**src/rtl/mcu_8bit_fetch_unit.sv**
```systemverilog
// mcu_8bit_fetch_unit
// Instruction-fetch stage of the 8-bit MCU. It owns the program counter,
// drives the instruction-memory address, and presents each fetched word
// together with its address to decode/execute.
//
// Optional feature: define FETCH_RET_STACK_EN to add a 4-entry
// return-address stack with call/return handling.
//
// Ports:
//   Clk            system clock, rising edge
//   Reset          synchronous active-high reset
//   resetPC        reset vector, loaded while Reset=1
//   i_stall        downstream busy; hold the presented instruction
//   i_load_pc      redirect request (jump / taken branch)
//   i_target_pc    redirect target
//   i_halt         stop fetching
//   i_call, i_ret  (FETCH_RET_STACK_EN) call with redirect / return
//   o_stack_err    (FETCH_RET_STACK_EN) sticky overflow/underflow flag
//   i_imem_data    instruction memory read data (1-cycle latency)
//   o_imem_addr    instruction memory address
//   o_instr        presented instruction (memory data passed through)
//   o_instr_valid  o_instr / currentPC valid this cycle
//   currentPC      address of the presented instruction
//   o_halted       high while halted
module mcu_8bit_fetch_unit #(
  parameter int INSTR_W = 16,
  parameter int PC_W    = 8
) (
  input  logic               Clk,
  input  logic               Reset,
  input  logic [PC_W-1:0]    resetPC,
  input  logic               i_stall,
  input  logic               i_load_pc,
  input  logic [PC_W-1:0]    i_target_pc,
  input  logic               i_halt,
`ifdef FETCH_RET_STACK_EN
  input  logic               i_call,
  input  logic               i_ret,
  output logic               o_stack_err,
`endif
  input  logic [INSTR_W-1:0] i_imem_data,
  output logic [PC_W-1:0]    o_imem_addr,
  output logic [INSTR_W-1:0] o_instr,
  output logic               o_instr_valid,
  output logic [PC_W-1:0]    currentPC,
  output logic               o_halted
);

  typedef enum logic [1:0] {S_START, S_RUN, S_BUBBLE, S_HALT} state_t;

  localparam logic [PC_W-1:0] PC_ONE = {{(PC_W-1){1'b0}}, 1'b1};

  state_t          state_q, state_d;
  logic [PC_W-1:0] r_pc_q, r_pc_d;
  logic [PC_W-1:0] cur_pc_q, cur_pc_d;
  logic            valid_q, valid_d;

`ifdef FETCH_RET_STACK_EN
  logic [PC_W-1:0] stack_q [4];
  logic [PC_W-1:0] stack_d [4];
  logic [2:0]      sp_q, sp_d;      // number of occupied entries, 0..4
  logic [2:0]      sp_m1;
  logic            err_q, err_d;

  assign sp_m1       = sp_q - 3'd1;
  assign o_stack_err = err_q;
`endif

  always_comb begin
    state_d  = state_q;
    r_pc_d   = r_pc_q;
    cur_pc_d = cur_pc_q;
    valid_d  = valid_q;
`ifdef FETCH_RET_STACK_EN
    stack_d  = stack_q;
    sp_d     = sp_q;
    err_d    = err_q;
`endif
    case (state_q)
      S_START, S_BUBBLE: begin
        if (state_q == S_BUBBLE && i_load_pc) begin
          // Back-to-back redirect: the newest target replaces the pending one.
          r_pc_d  = i_target_pc;
          valid_d = 1'b0;
        end else begin
          // The address issued this cycle returns data next cycle, so it
          // becomes the presented instruction then.
          cur_pc_d = r_pc_q;
          r_pc_d   = r_pc_q + PC_ONE;
          valid_d  = 1'b1;
          state_d  = S_RUN;
        end
      end
      S_RUN: begin
        if (i_halt) begin
          valid_d = 1'b0;
          state_d = S_HALT;
        end else if (i_load_pc) begin
`ifdef FETCH_RET_STACK_EN
          if (i_call) begin
            if (sp_q == 3'd4) begin
              err_d = 1'b1;
            end else begin
              stack_d[sp_q[1:0]] = cur_pc_q + PC_ONE;
              sp_d               = sp_q + 3'd1;
            end
          end
`endif
          r_pc_d  = i_target_pc;
          valid_d = 1'b0;
          state_d = S_BUBBLE;
        end
`ifdef FETCH_RET_STACK_EN
        else if (i_ret && sp_q != 3'd0) begin
          r_pc_d  = stack_q[sp_m1[1:0]];
          sp_d    = sp_m1;
          valid_d = 1'b0;
          state_d = S_BUBBLE;
        end
`endif
        else if (i_stall) begin
          // Hold everything; the address mux re-reads the held instruction.
        end else begin
          cur_pc_d = r_pc_q;
          r_pc_d   = r_pc_q + PC_ONE;
          valid_d  = 1'b1;
        end
`ifdef FETCH_RET_STACK_EN
        // Return with an empty stack is flagged and otherwise ignored.
        if (!i_halt && !i_load_pc && i_ret && sp_q == 3'd0) begin
          err_d = 1'b1;
        end
`endif
      end
      S_HALT: begin
        valid_d = 1'b0;
        if (i_load_pc) begin
          r_pc_d  = i_target_pc;
          state_d = S_BUBBLE;
        end
      end
      default: state_d = S_START;
    endcase
  end

  always_ff @(posedge Clk) begin
    if (Reset) begin
      state_q  <= S_START;
      r_pc_q   <= resetPC;
      cur_pc_q <= resetPC;
      valid_q  <= 1'b0;
`ifdef FETCH_RET_STACK_EN
      sp_q     <= 3'd0;
      err_q    <= 1'b0;
`endif
    end else begin
      state_q  <= state_d;
      r_pc_q   <= r_pc_d;
      cur_pc_q <= cur_pc_d;
      valid_q  <= valid_d;
`ifdef FETCH_RET_STACK_EN
      sp_q     <= sp_d;
      err_q    <= err_d;
`endif
    end
  end

`ifdef FETCH_RET_STACK_EN
  // Stack contents need no reset: the occupancy count gates every read.
  always_ff @(posedge Clk) begin
    stack_q <= stack_d;
  end
`endif

  assign o_imem_addr   = (i_stall && valid_q) ? cur_pc_q : r_pc_q;
  assign o_instr       = i_imem_data;
  assign o_instr_valid = valid_q;
  assign currentPC     = cur_pc_q;
  assign o_halted      = (state_q == S_HALT);

endmodule

```
**config.mk**
```make
export PLATFORM = sky130hd
export DESIGN_NAME = mcu_8bit_fetch_unit
export DESIGN_NICKNAME = d
export VERILOG_FILES = /design/src/rtl/mcu_8bit_fetch_unit.sv
export SDC_FILE = /design/constraint.sdc
export NUM_CORES = 1
export LEC_CHECK = 0
export ABC_AREA = 1
export BUFFER_PORTS_ARGS = -buffer_cell sky130_fd_sc_hd__buf_2
export CAP_MARGIN = 5
export CORE_ASPECT_RATIO = 0.8
export CORE_UTILIZATION = 41
export CTS_BUF_LIST = sky130_fd_sc_hd__clkbuf_4 sky130_fd_sc_hd__clkbuf_8
export CTS_CLUSTER_DIAMETER = 100
export DETAILED_ROUTE_END_ITERATION = 10
export GPL_ROUTABILITY_DRIVEN = 0
export PLACE_DENSITY = 0.83
export SLEW_MARGIN = 5
export SYNTH_ARGS = -nofsm -noshare
export SYNTH_HDL_FRONTEND = slang
export SYNTH_SLANG_ARGS = --single-unit
```
**constraint.sdc**
```tcl
create_clock -name Clk -period 1.22 [get_ports Clk]
set_input_delay 0.366 -clock Clk [delete_from_list [all_inputs] [get_ports Clk]]
set_output_delay 0.366 -clock Clk [all_outputs]
set_load 0.01 [all_outputs]
```
==> metrics.md <==
| Metric | Value |
|---|---|
| Register area share after synthesis | `0.428` |
| Post-Route WL | `4130 um` |
| Worst Path Max Fanout | `3` |
| CP Class | `reg -> out` |
| Levels on crit path | `4` |
| Clock Skew | `0.00299 ns` |
| Upper clock frequency limit | `667 MHz` |
| Vias in the first global route | `1,156` |
| Failing checks | `setup timing` |
| Mapped cell area | `0.00126 mm2` |
| Async set-or-reset flop fraction in the synthesized netlist | `0` |
| Critical path origin | `r_pc_q[0]` |
| Main synth FF type | `edfxtp_1` |
| Final hold violations | `0` |
| Placed inst area | `0.00152 mm2` |
| Largest stage delay on the critical path | `0.44 ns` |
| Vias/cell | `5.35` |
| Setup ws final | `-0.279 ns` |
| Hold crit path type | `in -> reg` |
| Die X | `64.1 um` |
| Initial DRC Count | `87` |
| Post-synth cell types | `23` |
| Tmin final | `1.50 ns` |
| Least-Margin Pin Slew | `0.464 ns` |
| Die Span Y | `51.7 um` |
| Relative slew margins | `0.691` |
| CP required | `0.85 ns` |
| Switching pwr | `0.788 mW` |
| Diodes inserted | `0` |
| Internal power | `1.48 mW` |
| Placed Cells incl. Taps | `234` |
| Routed vias | `1,322` |
| Area added between synthesis and finish | `49.0%` |
| Syn nets | `199` |
| Hold Path Sink | `r_pc_q[6]` |
| Synthesized instance count | `161` |
| Sequential Power Share | `0.395` |
| Synthesized area per cell | `7.85 um2` |
| Worst Setup End Kind | `output pin` |
| Num CTS Buffers | `3` |
| Grt total ovfl | `0` |
| Die area | `0.00331 mm2` |
| Hold Path Depth | `3` |
| Number of synthesized flops with an enable pin | `16` |
| Area of the core | `0.00285 mm2` |
| Post-route cell area | `0.00188 mm2` |
| Layout Cells excl Fill | `247` |
| Yosys warnings | `0` |
| Nets | `248` |
| Final setup vio count | `16` |
| Reg2Reg Depth | `7` |
| Drt wl/cell | `16.7 um` |
| Final slew viol count | `0` |
| Area contributors post-synth | `edfxtp_1 38%, nand2_1 12%, buf_4 10%, o21ai_0 5.9%, inv_1 5.3%` |
| Synth area leader | `edfxtp_1` |
| Maximum vdd drop | `654 uV` |
| R2r setup slk | `-0.24 ns` |
| Root buf cell | `clkbuf_8` |
| Worst setup SP type | `register` |
| Largest net degree at the start of global routing | `16` |
| Routed Antenna Nets | `0` |
| Synthesized flop and latch total | `19` |
| # port buffers | `38` |
| CP Data Arrival Time | `1.13 ns` |
| Final setup TNS | `-3.03 ns` |
| Cell family with most CP delay | `flip-flops` |
| Hold Slack | `0.408 ns` |
| Reg-to-reg startpoint | `r_pc_q[0]` |
| # DRC | `0` |
| Slowest-stage cell, CP | `edfxtp_1` |
| First-pass iteration count of the detailed router | `6` |
| Status | `finished with violations` |
| Clock tree sinks | `19` |
| Share of Yosys cell area claimed by the top area cell type | `0.380` |
| Initial Util | `0.443` |
| Final HPWL DP | `2280 um` |
| Hold path start | `resetPC[6]` |
| Power Dens Cells | `1200 mW/mm2` |
| Num rows | `17` |
| MaxCap Viol Count | `0` |
| Buffers & Inverters on Critical Path | `3` |
| Combinational share of power | `0.394` |
| Crit-path cells | `inv_2 > buf_4 > a21oi_2 > buf_2` |
| RSZ-0062 raised after global routing | `true` |
| Switching share of power | `0.347` |
| CTS tree | `yes` |
| H-tree Lvls | `1` |
| Clock Power Share | `0.211` |
| Period Utilization, post-route | `1.23` |
| Global-route wire length before repair | `5290 um` |
| Most common cell after layout, fill and taps aside | `buf_2` |
| Clock Path Buffers | `2` |
| Gr usage total | `0.219` |
| Clock slew seen by the registers of the worst setup and hold paths | `0.07 ns` |
| Worst R2R End | `r_pc_q[2]` |
| Commonest non-fill, non-tap cells in the layout | `34 x buf_2, 31 x nand2_1, 18 x buf_4, 16 x edfxtp_1, 13 x inv_1` |
| IO Pins | `71` |
| Initial antenna violation count | `0` |
| LEAKAGE | `0.912 nW` |
| Worst-Skew Late Latency | `0.26 ns` |
| Layout cells sized above 1 | `0.574` |
==> what timing repair did <==
action                                  in CTS  in global routing
pin swaps                                   16                 14
gates cloned                                 1                  1
hold buffers                                 0                  0
resized for setup                           44                 25
endpoints found under the setup margin      31                 34
buffers inserted                             3                  4
==> state kept, by name (all words and copies together) (netlist names) <==
name,flops
currentPC,8
r_pc_q,8
o_instr_valid,1
state_q,2
==> through the flow <==
step / util / worst slack (ns) / total power, mW
after CTS: 0.615 / -0.283 / 2.11
final: 0.661 / -0.279 / 2.27
after detailed placement: 0.534 / -0.234 / 1.48
after global routing: 0.661 / -0.307 / 2.35
after global placement: 0.534 / -0.223 / 1.46
after floorplan: - / -0.0311 / 1.29
==> per-layer routing <==
| metal | share of wire | GRT usage | up-vias | routed length, um |
|---|---|---|---|---|
| met5 | 0 | 0 | - | 0 |
| met4 | 0.039 | 0.106 | 0 | 163 |
| met3 | 0.099 | 0.0417 | 23 | 409 |
| met2 | 0.48 | 0.367 | 100 | 1970 |
| met1 | 0.38 | 0.273 | 589 | 1580 |
| li1 | - | - | 610 | - |
==> tightest hold or removal path, stage by stage <==
cell	delay, ns
buf_2	0.08
nand2_1	0.06
nand2_1	0.07
==> Yosys cell counts (2+ instances only) <==
cell / number
nand3_1: 12
nand2_1: 39
edfxtp_1: 16
or2_0: 2
a21oi_1: 9
dfxtp_1: 3
nand2_4: 3
nor2_1: 12
inv_1: 18
o21ai_0: 15
mux2_2: 2
buf_4: 17
o21ai_1: 3
==> worst max-delay path by stage <==
stage,slack (ns),endpoint
4_1_cts,-0.28,o_imem_addr[1]
2_1_floorplan,-0.03,r_pc_q[6]
3_5_place_dp,-0.23,o_imem_addr[4]
3_3_place_gp,-0.22,o_imem_addr[6]
5_1_grt,-0.31,o_imem_addr[3]
6_report,-0.28,o_imem_addr[0]
==> cell type report <==
class | count | area (um2)
timing repair buffer | 63 | 429
multi-input combinational | 105 | 738
inverter | 18 | 70.1
tap | 38 | 47.5
sequential | 19 | 549
clock buffer | 4 | 48.8
fill | 215 | 967
==> kinds of logic (layout without fill, tap and decap cells) <==
group / count (synthesis) / after routing / share of synthesized area
buf+inv: 38 / 85 / 0.170
simple gates: 71 / 72 / 0.250
flops: 19 / 19 / 0.428
compound gates: 30 / 30 / 0.125
mux: 2 / 2 / 0.0178
fa+ha+maj: 1 / 1 / 0.00990
==> power by group through the flow <==
stage,sequential [mW],clock (mW),combinational [mW]
2_1_floorplan,0.904,0,0.382
3_3_place_gp,0.888,0,0.572
3_5_place_dp,0.893,0,0.588
4_1_cts,0.878,0.464,0.762
5_1_grt,0.903,0.495,0.956
6_report,0.894,0.478,0.894
(Power assumes the default switching activity.)
